$ cat src/rtl/xnor_pop_accum_threshold.sv
// rtl/xnor_pop_accum_threshold.sv - popcount accumulator with bipolar dot product and threshold activation
module xnor_pop_accum_threshold #(
    parameter int CHUNK_BITS = 576,
    parameter int CHUNKS     = 4,
    parameter int POP_W      = $clog2(CHUNK_BITS + 1),
    parameter int ACC_W      = $clog2(CHUNKS * CHUNK_BITS + 1),
    parameter int DOT_W      = ACC_W + 2
) (
    input  logic             clk,
    input  logic             rst,
    input  logic             in_valid,
    output logic             in_ready,
    input  logic [POP_W-1:0] pop_in,
    input  logic             abort,
    input  logic             thr_we,
    input  logic [DOT_W-1:0] thr_in,
    output logic             out_valid,
    input  logic             out_ready,
    output logic             act_out,
    output logic [DOT_W-1:0] dot_out,
    output logic             err
);

    localparam int CNT_W = (CHUNKS > 1) ? $clog2(CHUNKS) : 1;
    localparam logic [CNT_W-1:0]        LAST_CNT   = CNT_W'(CHUNKS - 1);
    localparam logic [POP_W-1:0]        MAX_POP    = POP_W'(CHUNK_BITS);
    localparam logic signed [DOT_W-1:0] FULL_SCALE = DOT_W'(CHUNKS * CHUNK_BITS);

    logic [CNT_W-1:0]        cnt;
    logic [ACC_W-1:0]        acc;
    logic signed [DOT_W-1:0] thr;

    logic                    last_beat;
    logic                    accept;
    logic                    over_range;
    logic [POP_W-1:0]        pop_v;
    logic [ACC_W-1:0]        total;
    logic signed [DOT_W-1:0] dot_calc;
    logic                    dot_ge;

    assign last_beat  = (cnt == LAST_CNT);
    // Only the closing beat waits on a pending result; a same-cycle consume frees the slot.
    assign in_ready   = !(last_beat && out_valid && !out_ready);
    assign accept     = in_valid && in_ready && !abort;
    assign over_range = (pop_in > MAX_POP);
    assign pop_v      = over_range ? MAX_POP : pop_in;
    assign total      = acc + ACC_W'(pop_v);
    // 2*total - CHUNKS*CHUNK_BITS: the shift is a zero-extended concatenation.
    assign dot_calc   = $signed({1'b0, total, 1'b0}) - FULL_SCALE;
    assign dot_ge     = (dot_calc >= thr);

    always_ff @(posedge clk) begin
        if (rst) begin
            cnt       <= '0;
            acc       <= '0;
            thr       <= '0;
            out_valid <= 1'b0;
            act_out   <= 1'b0;
            dot_out   <= '0;
            err       <= 1'b0;
        end else begin
            if (thr_we) begin
                thr <= $signed(thr_in);
            end
            if (accept && over_range) begin
                err <= 1'b1;
            end
            if (out_valid && out_ready) begin
                out_valid <= 1'b0;
            end
            if (abort) begin
                cnt <= '0;
                acc <= '0;
            end else if (accept) begin
                if (last_beat) begin
                    cnt       <= '0;
                    acc       <= '0;
                    dot_out   <= dot_calc;
                    act_out   <= dot_ge;
                    out_valid <= 1'b1;
                end else begin
                    cnt <= cnt + 1'b1;
                    acc <= total;
                end
            end
        end
    end

endmodule

$ cat config.mk
export PLATFORM = sky130hd
export DESIGN_NAME = xnor_pop_accum_threshold
export DESIGN_NICKNAME = d
export VERILOG_FILES = /design/src/rtl/xnor_pop_accum_threshold.sv
export SDC_FILE = /design/constraint.sdc
export NUM_CORES = 1
export LEC_CHECK = 0
export ABC_AREA = 1
export ABC_CLOCK_PERIOD_IN_PS = 4500
export CORE_ASPECT_RATIO = 1.1
export CORE_MARGIN = 2
export CORE_UTILIZATION = 63
export CTS_CLUSTER_DIAMETER = 100
export DETAILED_ROUTE_END_ITERATION = 8
export DONT_BUFFER_PORTS = 1
export GPL_TIMING_DRIVEN = 0
export HOLD_SLACK_MARGIN = 0.03
export PLACE_DENSITY_LB_ADDON = 0.08
export SLEW_MARGIN = 10
export SYNTH_ARGS = -nofsm -noshare
export SYNTH_HDL_FRONTEND = slang
export SYNTH_SLANG_ARGS = --single-unit
$ cat constraint.sdc
create_clock -name clk -period 4.5 [get_ports clk]
set_clock_uncertainty 0.1 [all_clocks]
set_input_delay 0.9 -clock clk [delete_from_list [all_inputs] [get_ports clk]]
set_output_delay 0.9 -clock clk [all_outputs]
set_load 0.1 [all_outputs]
-- Word level (Yosys, flattened, before mapping)
Index checks and enable logic that the tools add are counted.
- register bits: 45
- bits of input ports: 30
- output and inout bits: 18
- word-level logic and storage cells: 32
- $add $sub $neg: 3
- magnitude comparators: 2
- equal/unequal tests: 1
- muxes and demuxes: 7
- bitwise operators: 1
- reductions and logical operators: 11
- operators by type and width (operator ; count):
    $ge A14 B14 Y1 ; 1
    $sub A13 B12 Y14 const B ; 1
    $add A12 B10 Y12 ; 1
    $mux W12 ; 1
    $gt A10 B10 Y1 const B ; 1
    $mux W10 ; 1
    $logic_and A1 B1 Y1 ; 6
    $mux W1 ; 4
    $logic_not A1 Y1 ; 3
    $reduce_and A3 Y1 ; 1
    $add A2 B1 Y2 const B ; 1
    $eq A2 B2 Y1 const B ; 1
    $mux W2 ; 1
    $reduce_or A2 Y1 ; 1
    $not A1 Y1 ; 1

-- Logic depth before layout (Yosys ltp)
Gate-level depths: netlist of run 1.
- depth after elaboration: 8
- gate-level depth with buffers: 30
- depth with buffers taken out: 29

-- Worst setup path before layout of run 1
Ideal clock, no wire load.
- path type: in2reg
- from: in pop_in[0]
- to: reg act_out
- library setup time: 0.075 ns
- data arrival time: 4.049 ns
- data required time: 4.325 ns
- slack: 0.276 ns
- stages: 28
- buffers on the path: 1
- cell sequence: nor4_1 > nand4_1 > and2_1 > clkbuf_1 > nor2_1 > ha_1 > inv_1 > fa_1 > inv_1 > nand3_1 > nand2_2 > nand2_1 > nand3b_1 > nand2_2 > ha_1 > nand2_2 > nand2_1 > nand2_1 > nand2_1 > ha_1 > nand2_1 > inv_1 > nand3_1 > nor2_1 > o21ai_0 > nand2_1 > nand2_1 > a31oi_1
- longest elaborated chain between the ends: 5
- ends and longest elaborated chain (what ; RTL line ; text):
    start, declared ; 13 ; input logic [POP_W-1:0] pop_in,
    $gt A10 B10 Y1 ; 45 ; assign over_range = (pop_in > MAX_POP);
    $mux W10 (*) ; 46 ; assign pop_v = over_range ? MAX_POP : pop_in;
    $add A12 B10 Y12 (*) ; 47 ; assign total = acc + ACC_W'(pop_v);
    $sub A13 B12 Y14 (*) ; 49 ; assign dot_calc = $signed({1'b0, total, 1'b0}) - FULL_SCALE;
    via dot_calc[12] ; 38 ; logic signed [DOT_W-1:0] dot_calc;
    $ge A14 B14 Y1 (*) ; 50 ; assign dot_ge = (dot_calc >= thr);
    end signal, assigned ; 79 ; act_out <= dot_ge;
    end, declared ; 19 ; output logic act_out,
The timed path passes the listed nets; every way through them passes the cells marked *.
A chain may end at the register's enable or synchronous reset.

-- Final worst setup path of run 1
Ends and elaborated chain as after synthesis.

==> results.md, run 1 <==
* Synth Net Count at 453
* Final WS setup at 301 ps
* Initial antenna violation count at 0
* Syn_area_per_cell at 6.91 µm²
* Lkg Pwr at 1.41 nW
* Most Frequent Cell on Critical Path: nand2_1
* Arrival time of the worst setup path at 4330 ps
* Max Cap Viol at 0
* Startpoint Class: input port
* Top delay family on crit path: simple AND/OR/NAND/NOR gates
* Worst IR Drop VDD at 0.000200 V
* Critical path class: in -> reg
* Clock Sinks at 44
* Cts hold-fix bufs at 0
* Min cycle time layout at 4200 ps
* I/O pin cnt at 48
* Vias per inst at 5.31
* Initial Util at 64.5%
* Outcome: finished, final reports clean
* Fin crit share at 93.3%
* Worst Path Buf+Inv at 3
* Routed vias at 2,434
* GRT Total Usage at 26.0%
* Final RePlAce weighted congestion at 0.898
* Crit. End Element: flip-flop
* Layout cells sized above 1 at 10.9%
* CTS root buf: clkbuf_8
* Seq cells post-synth at 44
* Die height at 73.2 µm
* Crit-path max FO at 8
* Slowest cell delay on critical path at 370 ps
* Largest net degree at the start of global routing at 14
* Hold Crit Class: reg -> reg
* CTS tree: done
* Area post-placement at 2810 µm²
* Commonest non-fill, non-tap cells in the layout: nand2_1, inv_1, a21oi_1, dfxtp_1, o21ai_0
* 1st-iter DRT viols at 119
* PortBufs at 0
* Area growth syn-to-layout at 6.47%
* EDFF count, synth at 0
* Vias in the first global route at 2,215
* Minimum hold slack at 371 ps
* Hold path depth at 2
* Synth cell types at 35
* Hold Vio Cnt, Final at 0
* Ys flop type: dfxtp_1
* Hpwl dp at 4.57 mm
* Inserted Diodes at 0
* Clk slew on worst S/H paths at 80 ps
* Endpoints failing setup at 0
* Slowest-stage cell, CP: fa_2
* DIE AREA at 4900 µm²
* Global-route wire length before repair at 9.73 mm
* Synth Instances at 397
* Stages on worst setup path at 27
* Final core utilization at 68.7%
* H-tree depth at 2
* Inserted Clock Buffers at 5
* Slew of the pin with the lowest slew margin at 1010 ps
* Final #Nets at 459
* Maximum root-to-sink buffer count at 2
* PwrDens at 276 nW/µm²
* FMAX at 238 MHz
* Remaining antenna violation count at 0
* Post-place setup slack at -355 ps
* Sequential cell area at 881 µm²
* Wire length per cell at 12.8 µm
* Slew Limit Fails at 0
* Synth async-reset ratio at 0%
* Routed WL at 5.87 mm
* Post-route DRC at 0
* Die X at 66.9 µm
* Post-CTS Setup Repair Bufs at 0
* Commonest non-fill, non-tap cell in the layout: nand2_1
* First-pass detailed-route iteration total at 4
* Core Area at 4250 µm²
* Finished layout cell area at 2920 µm²
* CP required at 4630 ps
* Yosys Warn Count at 0
* Site row count at 25
* Slew HR at 32.8%
* Mapped Area at 2750 µm²
* R2R depth at 23
* Post-synthesis sequential area ratio at 32.1%
* Area occupied by multi-input gates at 1570 µm²
* # fillers at 423
* Clock latency on the worst-skew pair at 300 ps
* Remaining global-route overflow at 0
cell type report:
type	count	area share (%)
multi-input cells	272	53.6
flip-flops and latches	44	30.1
inverters	68	8.73
clock buffers	6	2.83
well taps	54	2.31
plain buffers	12	2.01
clock inverters	2	0.342
worst paths after layout:
path / startpoint / end / slack, ps
worst min-delay path: thr[2] / thr[2] / 370
worst min register to register: thr[2] / thr[2] / 370
worst max-delay path: pop_in[0] / act_out / 300
worst max register to register: acc[0] / act_out / 1300
flip-flops by register name, summed over array words and instances (netlist names):
name and cells:
act_out 1, out_valid 1, thr 14, acc 12, cnt 2, err 1, dot_out 13
report_power, final:
part | internal, mW | switching (mW)
clock | 0.123 | 0.134
sequential | 0.400 | 0.00731
combinational | 0.0519 | 0.0905
cells in the mapped netlist (7+ instances only):
cell,n,area (µm²)
nand2_2,12,75.1
a21oi_1,45,225
nand3_1,16,80.1
clkbuf_1,9,33.8
inv_1,65,244
nand2_1,87,327
ha_1,25,313
dfxtp_1,44,881
o21ai_0,25,125
nand4_1,7,43.8
nor2_1,23,86.3
cell families (layout without fill, tap and decap cells):
logic type               count (synthesis)  count (layout)  share of synthesized area (%)
XOR/XNOR                                 6               6                           2.19
flip-flops                              44              44                           32.1
AND/OR/NAND/NOR                        159             159                           26.2
adder cells (fa/ha/maj)                 26              26                           12.1
other                                    1               1                          0.137
buffers and inverters                   81              88                           11.6
AO/OA/AOI/OAI                           80              80                           15.7
worst register-to-register path: cells and delay by family (launching register included):
kind	cells	cell delay (ps)
adder cells (fa/ha/maj)	4	1050
AND/OR/NAND/NOR	14	1200
AO/OA/AOI/OAI	2	250
buffers and inverters	3	210
flip-flops	1	340
per-stage QoR:
stage / total power, mW / TNS [ps] / instances
after global placement: 0.551 / -252 / 451
after detailed placement: 0.556 / -355 / 451
after floorplan: 0.527 / 0 / 397
after CTS: 0.809 / 0 / 458
after global routing: 0.853 / -46.1 / 458
final: 0.807 / 0 / 458
timing repair:
action                     CTS  global route
pin swaps                    1             0
resized for setup            1             8
setup endpoints to repair    1             1
gates cloned                 0             0
routing by layer:
layer  up-vias  track usage (%)  wire length [µm]
met3         6             5.71               279
li1       1286                -                 -
met1      1094             32.5              2700
met2        48             43.8              2820
met5         -                0                 0
met4         0             9.30                68
Power figures use the tool's default switching activity.
==> run 2: changes to the inputs <==
--- a/config.mk
+++ b/config.mk
@@ -13,7 +13,6 @@
 export CTS_CLUSTER_DIAMETER = 100
 export DETAILED_ROUTE_END_ITERATION = 8
 export DONT_BUFFER_PORTS = 1
-export GPL_TIMING_DRIVEN = 0
 export HOLD_SLACK_MARGIN = 0.03
 export PLACE_DENSITY_LB_ADDON = 0.08
 export SLEW_MARGIN = 10
==> run 2 against run 1 <==
Clock-buffer cell count grew 1. Register-to-register slack worse by 100 ps. Power about the same. Die area did not move. Sequential share of layout area rose by 0.27 points. Critical path depth stayed put. Routed wire length is 1.2% higher. Hold slack got worse by 1.8 ps. Global-route usage increased by 0.37 points. Worst setup slack worse by 24 ps. Sequential power about the same. Non-clock buffer count shrank 8.
==> results.md, run 2 (synthesis results as in run 1) <==
* Arrival time of the worst setup path at 4340 ps (about the same)
* Switch Pwr at 220 µW (-5.3%)
* Largest net degree at the start of global routing at 28 (+14)
* Critical path class: in -> reg
* Routed WL at 5.94 mm (+1.2%)
* 1st-iter DRT viols at 122 (+2.5%)
* # fillers at 411 (-2.8%)
* Finished layout cell area at 2900 µm² (-0.90%)
* Logic pwr share at 17.4% (-0.3 points)
* Gr busiest metal: met2
* Slew HR at 33.3% (+0.50 points)
* FMAX at 237 MHz (-0.57%)
* Fin crit share at 93.9% (+0.54 points)
* Hold Crit Class: reg -> reg
* Crit-path max FO at 5 (-3)
* Area post-placement at 2770 µm² (-1.4%)
* Met1 Usage GRT at 31.2% (-1.4 points)
* Cts hold-fix bufs at 0 (unchanged)
* Slew of the pin with the lowest slew margin at 999 ps (-7.44 ps)
* Outcome: finished, final reports clean
* Die X at 66.9 µm (unchanged)
* Global-route wire length before repair at 9.77 mm (+0.42%)
* Inserted Diodes at 0 (unchanged)
* Final RePlAce weighted congestion at 0.872 (-2.8%)
* Remaining antenna violation count at 0 (unchanged)
* Part of the power in registers at 50.6% (about the same)
* Endpoints failing setup at 0 (unchanged)
* Commonest non-fill, non-tap cells in the layout: nand2_1, inv_1, a21oi_1, dfxtp_1, o21ai_0
* Clk pwr share at 32.1% (+0.3 points)
* Die height at 73.2 µm (unchanged)
* Top flop regs: thr x14, dot_out x13, acc x12
* Max Cap Viol at 0 (unchanged)
* Core Area at 4250 µm² (unchanged)
* I/O pin cnt at 48 (unchanged)
* Largest reg by FF count: thr
* DIE AREA at 4900 µm² (unchanged)
* Max FFs per register at 14 (unchanged)
* Wire length per cell at 13.2 µm (+3.2%)
* Crit. End Element: flip-flop
* Worst IR Drop VDD at 0.000257 V (+29%)
* CTS tree: done
* Post-route DRC at 0 (unchanged)
* Hpwl dp at 4.65 mm (+1.8%)
* CTS root buf: clkbuf_8
* Switching Fraction at 27.2% (-1.5 points)
* GRT Total Usage at 26.4% (+0.37 points)
* Initial antenna violation count at 0 (unchanged)
* Clk slew on worst S/H paths at 70 ps (about the same)
* Area occupied by multi-input gates at 1570 µm² (about the same)
* Met2 usage at 45.9% (+2.1 points)
* First-pass detailed-route iteration total at 4 (unchanged)
* Inserted Clock Buffers at 5 (unchanged)
* Slew Limit Fails at 0 (unchanged)
* Grt met3 use at 5.86% (+0.15 points)
* Routed vias at 2,417 (-0.70%)
* Commonest non-fill, non-tap cell in the layout: nand2_1
* Min cycle time layout at 4220 ps (+24.1 ps)
* Lkg Pwr at 1.40 nW (-0.74%)
* Startpoint Class: input port
* H-tree depth at 2 (unchanged)
* Clock Sinks at 44 (unchanged)
* Area growth syn-to-layout at 5.52%
* PwrDens at 278 nW/µm² (+0.89%)
* Internal at 587 µW (+2.1%)
* Clock latency on the worst-skew pair at 290 ps (about the same)
* Vias in the first global route at 2,256 (+1.9%)
* Vias per inst at 5.38 (+1.3%)
* Sequential cell area at 881 µm² (unchanged)
* Hold Vio Cnt, Final at 0 (unchanged)
* Site row count at 25 (unchanged)
* Initial Util at 64.5% (unchanged)
* CP required at 4620 ps (about the same)
* Final core utilization at 68.1% (-0.62 points)
* Final #Nets at 451 (-1.7%)
* Layout cells sized above 1 at 10.4% (-0.51 points)
* Setup TNS at 0 ps (unchanged)
* Maximum root-to-sink buffer count at 2 (unchanged)
* PortBufs at 0 (unchanged)
* Remaining global-route overflow at 0 (unchanged)
==> run 2: power by group through the flow <==
| stage | clock (mW) | sequential (mW) | combinational (mW) |
|---|---|---|---|
| detailed placement | 0 | 0.417 | 0.137 |
| global placement | 0 | 0.417 | 0.133 |
| global route | 0.281 | 0.409 | 0.159 |
| CTS | 0.266 | 0.408 | 0.138 |
| finish | 0.259 | 0.408 | 0.140 |
| floorplan | 0 | 0.416 | 0.111 |
==> run 2: final cells by class <==
type / count / share of cell area, %
repair buffers: 4 / 1.04
multi-input cells: 272 / 54.1
inverters: 68 / 8.81
flip-flops and latches: 44 / 30.4
well taps: 54 / 2.33
clock buffers: 7 / 3.33
==> run 2: final timing paths <==
check	start	endpoint	slack (ps)	depth (start not counted)
worst max-delay path	pop_in[0]	act_out	280	27
worst min-delay path	thr[2]	thr[2]	370	2
worst max register to register	acc[0]	act_out	1200	23
worst min register to register	thr[2]	thr[2]	370	2
==> run 2: critical path, cell delays in order <==
cell and delay, ps:
nor4_2 270, nand4_1 120, and2_4 170, nor2_1 100
ha_2 210, inv_1 50, fa_2 360, inv_2 80
nand3_1 90, nand2_2 100, nand2_1 70, nand3b_1 120
nand2_2 90, ha_1 230, nand2_2 90, nand2_1 60
nand2_1 70, nand2_1 50, ha_1 260, nand2_1 50
inv_1 80, nand3_1 120, nor2_1 180, o21ai_0 150
nand2_1 90, nand2_1 50, a31oi_1 120
==> run 2: what timing repair did <==
item | in CTS | in global routing
setup endpoints to repair | 0 | 1
resized for setup | 0 | 6
buffers inserted | 0 | 1
==> run 2: through the flow <==
stage	power [mW]	hold WS (ps)	instances	setup WS [ps]
after floorplan	0.527	335	397	276
after global placement	0.549	356	441	231
after detailed placement	0.554	362	441	-44.4
after CTS	0.812	373	448	245
after global routing	0.849	393	449	-35.9
final	0.807	369	449	277
==> run 2: per-layer routing <==
layer	vias up	share of wire, %
met3	14	4.8
met4	0	2.6
met5	-	0
met2	64	49
li1	1264	-
met1	1075	44
